--- src/rtl/fwd_track_if.sv ---
// Pipeline-side bundle for fwd_track_unit: ID/EX request, stage write data, forward results.
// FWD_TRACK_STATS_EN adds the fwd_cnt/stall_cnt statistics outputs.
interface fwd_track_if #(
  parameter int REG_AW  = 3,
  parameter int DATA_W  = 16,
  parameter int NUM_SRC = 2,
  parameter int DEPTH   = 2,
  parameter int SEL_W   = $clog2(DEPTH+1)
);
  logic                        adv;
  logic                        flush;
  logic                        id_valid;
  logic                        id_wr_en;
  logic [REG_AW-1:0]           id_wr_reg;
  logic                        id_is_load;
  logic [NUM_SRC*REG_AW-1:0]   src_reg;
  logic [NUM_SRC-1:0]          src_vld;
  logic [NUM_SRC*DATA_W-1:0]   src_rf_data;
  logic [DEPTH*DATA_W-1:0]     stage_data;
  logic [NUM_SRC*SEL_W-1:0]    fwd_sel;
  logic [NUM_SRC*DATA_W-1:0]   operand;
  logic                        ld_stall;
`ifdef FWD_TRACK_STATS_EN
  logic [31:0]                 fwd_cnt;
  logic [31:0]                 stall_cnt;
`endif

  modport master (
    output adv, flush, id_valid, id_wr_en, id_wr_reg, id_is_load,
           src_reg, src_vld, src_rf_data, stage_data,
    input  fwd_sel, operand, ld_stall
`ifdef FWD_TRACK_STATS_EN
    , input fwd_cnt, stall_cnt
`endif
  );

  modport slave (
    input  adv, flush, id_valid, id_wr_en, id_wr_reg, id_is_load,
           src_reg, src_vld, src_rf_data, stage_data,
    output fwd_sel, operand, ld_stall
`ifdef FWD_TRACK_STATS_EN
    , output fwd_cnt, stall_cnt
`endif
  );
endinterface

--- src/rtl/fwd_track_unit.sv ---
// EX-stage forwarding unit that tracks in-flight destinations itself; youngest producer wins.
// Optional statistics counters are enabled with FWD_TRACK_STATS_EN.

// Per-source resolver: picks the youngest matching stage and flags an unready load.
module fwd_track_src #(
  parameter int REG_AW     = 3,
  parameter int DATA_W     = 16,
  parameter int DEPTH      = 2,
  parameter int LOAD_STAGE = 2,
  parameter int SEL_W      = $clog2(DEPTH+1)
) (
  input  logic [REG_AW-1:0]             src_reg,
  input  logic                          src_vld,
  input  logic [DATA_W-1:0]             rf_data,
  input  logic [DEPTH-1:0]              ent_v,
  input  logic [DEPTH-1:0][REG_AW-1:0]  ent_reg,
  input  logic [DEPTH-1:0]              ent_ld,
  input  logic [DEPTH-1:0][DATA_W-1:0]  stage_data,
  output logic [SEL_W-1:0]              sel,
  output logic [DATA_W-1:0]             operand,
  output logic                          not_ready
);
  // Scan oldest to youngest so the last hit (lowest stage) overrides older ones.
  always_comb begin
    sel       = '0;
    operand   = rf_data;
    not_ready = 1'b0;
    for (int k = DEPTH; k >= 1; k--) begin
      if (src_vld && ent_v[k-1] && (src_reg == ent_reg[k-1])) begin
        sel       = SEL_W'(k);
        operand   = stage_data[k-1];
        not_ready = ent_ld[k-1] && (k < LOAD_STAGE);
      end
    end
  end
endmodule

module fwd_track_unit #(
  parameter int REG_AW     = 3,
  parameter int DATA_W     = 16,
  parameter int NUM_SRC    = 2,
  parameter int DEPTH      = 2,
  parameter int LOAD_STAGE = 2,
  parameter int SEL_W      = $clog2(DEPTH+1)
) (
  input  logic       clk,
  input  logic       rst,
  fwd_track_if.slave bus
);
  typedef struct packed {
    logic              v;
    logic [REG_AW-1:0] rg;
    logic              ld;
  } ent_t;

  ent_t [DEPTH-1:0]                ent;
  ent_t                            id_req;
  logic [DEPTH-1:0]                ent_v;
  logic [DEPTH-1:0][REG_AW-1:0]    ent_reg;
  logic [DEPTH-1:0]                ent_ld;
  logic [NUM_SRC-1:0][REG_AW-1:0]  src_reg_a;
  logic [NUM_SRC-1:0][DATA_W-1:0]  rf_a;
  logic [DEPTH-1:0][DATA_W-1:0]    stage_a;
  logic [NUM_SRC-1:0][SEL_W-1:0]   sel;
  logic [NUM_SRC-1:0][DATA_W-1:0]  opnd;
  logic [NUM_SRC-1:0]              not_ready;
  logic                            stall;

  assign src_reg_a = bus.src_reg;
  assign rf_a      = bus.src_rf_data;
  assign stage_a   = bus.stage_data;

  // A stalled or flushed ID/EX slot enters stage 1 as a bubble.
  assign id_req.v  = bus.id_valid & bus.id_wr_en & ~stall & ~bus.flush;
  assign id_req.rg = bus.id_wr_reg;
  assign id_req.ld = bus.id_is_load;

  always_ff @(posedge clk) begin
    if (rst) begin
      for (int k = 0; k < DEPTH; k++) ent[k].v <= 1'b0;
    end else if (bus.adv) begin
      ent[0] <= id_req;
      for (int k = 1; k < DEPTH; k++) ent[k] <= ent[k-1];
    end
  end

  for (genvar k = 0; k < DEPTH; k++) begin : g_ent
    assign ent_v[k]   = ent[k].v;
    assign ent_reg[k] = ent[k].rg;
    assign ent_ld[k]  = ent[k].ld;
  end

  for (genvar i = 0; i < NUM_SRC; i++) begin : g_src
    fwd_track_src #(
      .REG_AW(REG_AW), .DATA_W(DATA_W), .DEPTH(DEPTH),
      .LOAD_STAGE(LOAD_STAGE), .SEL_W(SEL_W)
    ) u_src (
      .src_reg   (src_reg_a[i]),
      .src_vld   (bus.src_vld[i]),
      .rf_data   (rf_a[i]),
      .ent_v     (ent_v),
      .ent_reg   (ent_reg),
      .ent_ld    (ent_ld),
      .stage_data(stage_a),
      .sel       (sel[i]),
      .operand   (opnd[i]),
      .not_ready (not_ready[i])
    );
  end

  assign stall        = bus.id_valid & ~bus.flush & (|not_ready);
  assign bus.ld_stall = stall;
  assign bus.fwd_sel  = sel;
  assign bus.operand  = opnd;

`ifdef FWD_TRACK_STATS_EN
  logic [31:0] fwd_cnt_q, stall_cnt_q, fwd_inc;

  function automatic logic [31:0] sat_add(input logic [31:0] a, input logic [31:0] b);
    logic [32:0] s;
    s = {1'b0, a} + {1'b0, b};
    return s[32] ? '1 : s[31:0];
  endfunction

  always_comb begin
    fwd_inc = '0;
    for (int i = 0; i < NUM_SRC; i++)
      if (sel[i] != '0) fwd_inc = fwd_inc + 32'd1;
  end

  always_ff @(posedge clk) begin
    if (rst) begin
      fwd_cnt_q   <= '0;
      stall_cnt_q <= '0;
    end else if (bus.adv) begin
      if (stall)             stall_cnt_q <= sat_add(stall_cnt_q, 32'd1);
      else if (bus.id_valid) fwd_cnt_q   <= sat_add(fwd_cnt_q, fwd_inc);
    end
  end

  assign bus.fwd_cnt   = fwd_cnt_q;
  assign bus.stall_cnt = stall_cnt_q;
`endif
endmodule

--- src/flat_wrapper.sv ---
// flat-port wrapper written by rule: the top's interface ports become plain ports
module fwd_track_unit_flat 
#(
  parameter int REG_AW     = 3,
  parameter int DATA_W     = 16,
  parameter int NUM_SRC    = 2,
  parameter int DEPTH      = 2,
  parameter int LOAD_STAGE = 2,
  parameter int SEL_W      = $clog2(DEPTH+1)
)
  (clk, rst, bus_adv, bus_flush, bus_id_valid, bus_id_wr_en, bus_id_wr_reg, bus_id_is_load, bus_src_reg, bus_src_vld, bus_src_rf_data, bus_stage_data, bus_fwd_sel, bus_operand, bus_ld_stall);
  fwd_track_if #(.REG_AW(REG_AW), .DATA_W(DATA_W), .NUM_SRC(NUM_SRC), .DEPTH(DEPTH), .SEL_W(SEL_W)) bus_i ();
  input  logic clk;
  input  logic rst;
  input wire logic [$bits(bus_i.adv)-1:0] bus_adv;
  input wire logic [$bits(bus_i.flush)-1:0] bus_flush;
  input wire logic [$bits(bus_i.id_valid)-1:0] bus_id_valid;
  input wire logic [$bits(bus_i.id_wr_en)-1:0] bus_id_wr_en;
  input wire logic [$bits(bus_i.id_wr_reg)-1:0] bus_id_wr_reg;
  input wire logic [$bits(bus_i.id_is_load)-1:0] bus_id_is_load;
  input wire logic [$bits(bus_i.src_reg)-1:0] bus_src_reg;
  input wire logic [$bits(bus_i.src_vld)-1:0] bus_src_vld;
  input wire logic [$bits(bus_i.src_rf_data)-1:0] bus_src_rf_data;
  input wire logic [$bits(bus_i.stage_data)-1:0] bus_stage_data;
  output wire logic [$bits(bus_i.fwd_sel)-1:0] bus_fwd_sel;
  output wire logic [$bits(bus_i.operand)-1:0] bus_operand;
  output wire logic [$bits(bus_i.ld_stall)-1:0] bus_ld_stall;
  assign bus_i.adv = bus_adv;
  assign bus_i.flush = bus_flush;
  assign bus_i.id_valid = bus_id_valid;
  assign bus_i.id_wr_en = bus_id_wr_en;
  assign bus_i.id_wr_reg = bus_id_wr_reg;
  assign bus_i.id_is_load = bus_id_is_load;
  assign bus_i.src_reg = bus_src_reg;
  assign bus_i.src_vld = bus_src_vld;
  assign bus_i.src_rf_data = bus_src_rf_data;
  assign bus_i.stage_data = bus_stage_data;
  assign bus_fwd_sel = bus_i.fwd_sel;
  assign bus_operand = bus_i.operand;
  assign bus_ld_stall = bus_i.ld_stall;
  fwd_track_unit #(.REG_AW(REG_AW), .DATA_W(DATA_W), .NUM_SRC(NUM_SRC), .DEPTH(DEPTH), .LOAD_STAGE(LOAD_STAGE), .SEL_W(SEL_W)) u_core (.clk(clk), .rst(rst), .bus(bus_i));
endmodule
--- config.mk ---
export PLATFORM = sky130hd
export DESIGN_NAME = fwd_track_unit_flat
export DESIGN_NICKNAME = d
export VERILOG_FILES = /design/src/rtl/fwd_track_if.sv /design/src/rtl/fwd_track_unit.sv /design/src/flat_wrapper.sv
export SDC_FILE = /design/constraint.sdc
export NUM_CORES = 1
export LEC_CHECK = 0
export ABC_AREA = 1
export CORE_MARGIN = 2
export CORE_UTILIZATION = 30
export DETAILED_ROUTE_END_ITERATION = 6
export PLACE_DENSITY = 0.77
export SLEW_MARGIN = 0
export SYNTH_ARGS = -nofsm -noshare
export SYNTH_HDL_FRONTEND = slang
export SYNTH_SLANG_ARGS = --single-unit
--- constraint.sdc ---
create_clock -name clk -period 1.9 [get_ports clk]
set_clock_uncertainty 0.2 [all_clocks]
set_input_delay 0.285 -clock clk [delete_from_list [all_inputs] [get_ports clk]]
set_output_delay 0.285 -clock clk [all_outputs]
set_load 0.02 [all_outputs]
==> impl_metrics.tcl <==
set metrics [dict create \
    ys_ff_latch 9 \
    syn_area_sq_mm 0.001565 \
    drc 0 \
    ctsLongestPathBuffers 2 \
    die_h_um 76.23 \
    drv_slew 0 \
    wire_per_inst_um 14.34 \
    power_density_mw_per_mm2 278.6 \
    pwr-share-seq_pct 22.7 \
    grt_pass1_vias 2617 \
    netlist.top_cell.by_area "nand2_1" \
    die_area_sq_mm 0.005811 \
    power_frac_comb_pct 56.1 \
    pre_cts_slack_ns -0.8237 \
    postSynthCellCount 308 \
    cp_max_fo 5 \
    track_usage_pct 23.88 \
    worst-setup-path-type "register to primary output" \
    std_cell_rows 26 \
    synthTopCellsByArea "nand2_1 (31%), nand3_1 (21%), inv_1 (15%), edfxtp_1 (13%), nor2_1 (4.3%)" \
    cts_max_level 1 \
    synth_compound_area_share_pct 0.9592 \
    period_needed_ns 2.200 \
    die_w_um 76.23 \
    totalWireLength_um 7574 \
    drive_gt1_share_pct 35.81 \
    crit_top_cell "nand3_2" \
    p_sw_mw 0.3398 \
    timing.rr.start "u_core.ent[2]$_DFFE_PP_" \
    hold_start "u_core.ent[3]$_DFFE_PP_" \
    path_cells "inv_2 > nor2_2 > nor3_4 > buf_12 > clkbuf_16 > nand3_2 > nand3_2 > nand2_2 > buf_6" \
    hold_violations 0 \
    ys_warn_count 0 \
    required_ns 1.41 \
    grt_max_degree 17 \
    cts_buffers 3 \
    rsz0062_at_grt "yes" \
    worst_pin_slew_ns 0.2084 \
    cts_root_buf "clkbuf_8" \
    cap_viol_max_count 0 \
    placed_area_sq_mm 0.002949 \
    clock_latency_ns 0.22 \
    vias 2555 \
    cp-end-kind "primary output" \
    status "complete, but fails checks" \
    synth_xor_area_share_pct 0 \
    clkPwrFrac_pct 21.2 \
    synth_top_area_share_pct 30.70 \
    largest_register_ff_count 9 \
    path_delay_family "buffers and inverters" \
    cp.arrival_ns 1.71 \
    final_cell_mix "nand2_1 (109), clkdlybuf4s50_1 (73), inv_1 (57)" \
    slew_headroom_pct 86.06 \
    synthAdderAreaFrac_pct 0 \
    clock_sinks 9 \
    p_int_mw 0.6867 \
    finalSetupViolCount 37 \
    dr.pass1.iters 4 \
    min_period_over_period_pct 115.8 \
    start_kind "register" \
    finalCoreUtilization_pct 72.61 \
    fmax_mhz 454.6 \
    grt_pass1_wl_um 11570 \
    design_area_sq_mm 0.003685 \
    stdcell_count 528 \
    synth_top_family_by_area "simple AND/OR/NAND/NOR gates" \
    violations "setup timing" \
    overflow 0 \
    core_area_sq_mm 0.005075 \
    final_common_cell "nand2_1" \
    startpoint "u_core.ent[7]$_DFFE_PP_" \
    sw_frac_of_total_pct 33.10 \
    initial_core_util_pct 30.84 \
    cpPeakStageDelay_ns 0.43 \
    via_per_inst 4.839 \
    slowest_stage "edfxtp_1" \
    final.setup.worst_slack_ns -0.2997 \
    p_leak_nw 1.868 \
    route.antenna.remaining_nets 0 \
    ys_types 15 \
    syn_area_per_cell_sq_um 5.082 \
    hold_ws_ns 0.3311 \
    cts.reportedPaths.clkPinSlew_ns 0.05 \
    nets 541 \
    boundaryPins 119 \
    peakVddDrop_mv 0.4340 \
    synthMuxAreaShare_pct 0 \
    hp-class "register to register" \
    placed_cells 508 \
    path_buf_inv 4 \
    synth-simple-area-share_pct 62.43 \
    io_buffers 118 \
    gp_congestion 0.8746 \
    synth_nets 390 \
    antenna_found_initial 0 \
    area_growth_pct 135.4 \
    diodes 0 \
    dp_hpwl_um 4898 \
    synth_seq_area_share_pct 15.99 \
    detailedRoute.firstIterationViolations 176 \
    cts_tree "done" \
]
[power by group through the flow]
| stage | logic [mW] | registers, mW | clock network [mW] |
|---|---|---|---|
| 2_1_floorplan | 0.174 | 0.232 | 0 |
| 3_3_place_gp | 0.460 | 0.234 | 0 |
| 3_5_place_dp | 0.464 | 0.235 | 0 |
| 4_1_cts | 0.526 | 0.233 | 0.218 |
| 5_1_grt | 0.614 | 0.234 | 0.226 |
| 6_report | 0.576 | 0.233 | 0.217 |
[synthesized netlist by cell type (all sizes together)]
library cell,count
inv,65
clkinv,1
buf,10
nor2,18
dfxtp,2
a21oi,3
nand2,131
nor3,4
edfxtp,7
nand3,67
[metal layers]
layer  share of wire (%)  GRT usage (%)  up-vias
met1                  39          29.19     1164
met5                   0              0        -
met3                 7.1          2.488       18
met2                  51          44.69      134
met4                 2.6          5.455        0
li1                    -              -     1239
[cell families (layout without fill, tap and decap cells)]
group	after synthesis	after routing
AOI/OAI and AO/OA	3	3
buffers and inverters	76	224
DFF	9	9
and+or+nand+nor	220	222
[per-stage QoR]
stage          power [mW]  setup TNS, ns
6_report            1.026         -7.384
5_1_grt             1.074         -9.725
4_1_cts            0.9775         -6.590
3_5_place_dp       0.6987         -28.47
3_3_place_gp       0.6937         -27.25
2_1_floorplan      0.4057              0
[layout make-up]
| type | instances | area (sq um) |
|---|---|---|
| Inverter | 66 | 255.2 |
| Clock buffer | 4 | 45.04 |
| Sequential cell | 9 | 250.2 |
| Timing Repair Buffer | 154 | 1665 |
| Fill cell | 374 | 1390 |
| Multi-Input combinational cell | 225 | 1381 |
| Tap cell | 70 | 87.58 |
[final timing paths]
| kind | to | slack (ns) | cells past startpoint |
|---|---|---|---|
| setup / recovery | bus_operand[10] | -0.30 | 9 |
| hold / removal | u_core.ent[8]$_DFFE_PP_ | 0.33 | 0 |
| setup reg to reg | u_core.ent[4]$_SDFFE_PP0P_ | 0.40 | 9 |
| hold reg to reg | u_core.ent[8]$_DFFE_PP_ | 0.33 | 0 |
[repair_timing]
action | 4_1_cts | 5_1_grt
hold buffers | 0 | 0
pin swaps | 47 | 35
gates cloned | 6 | 1
endpoints found under the setup margin | 37 | 37
resized for setup | 291 | 65
buffers inserted | 7 | 3
Power figures use the tool's default switching activity.
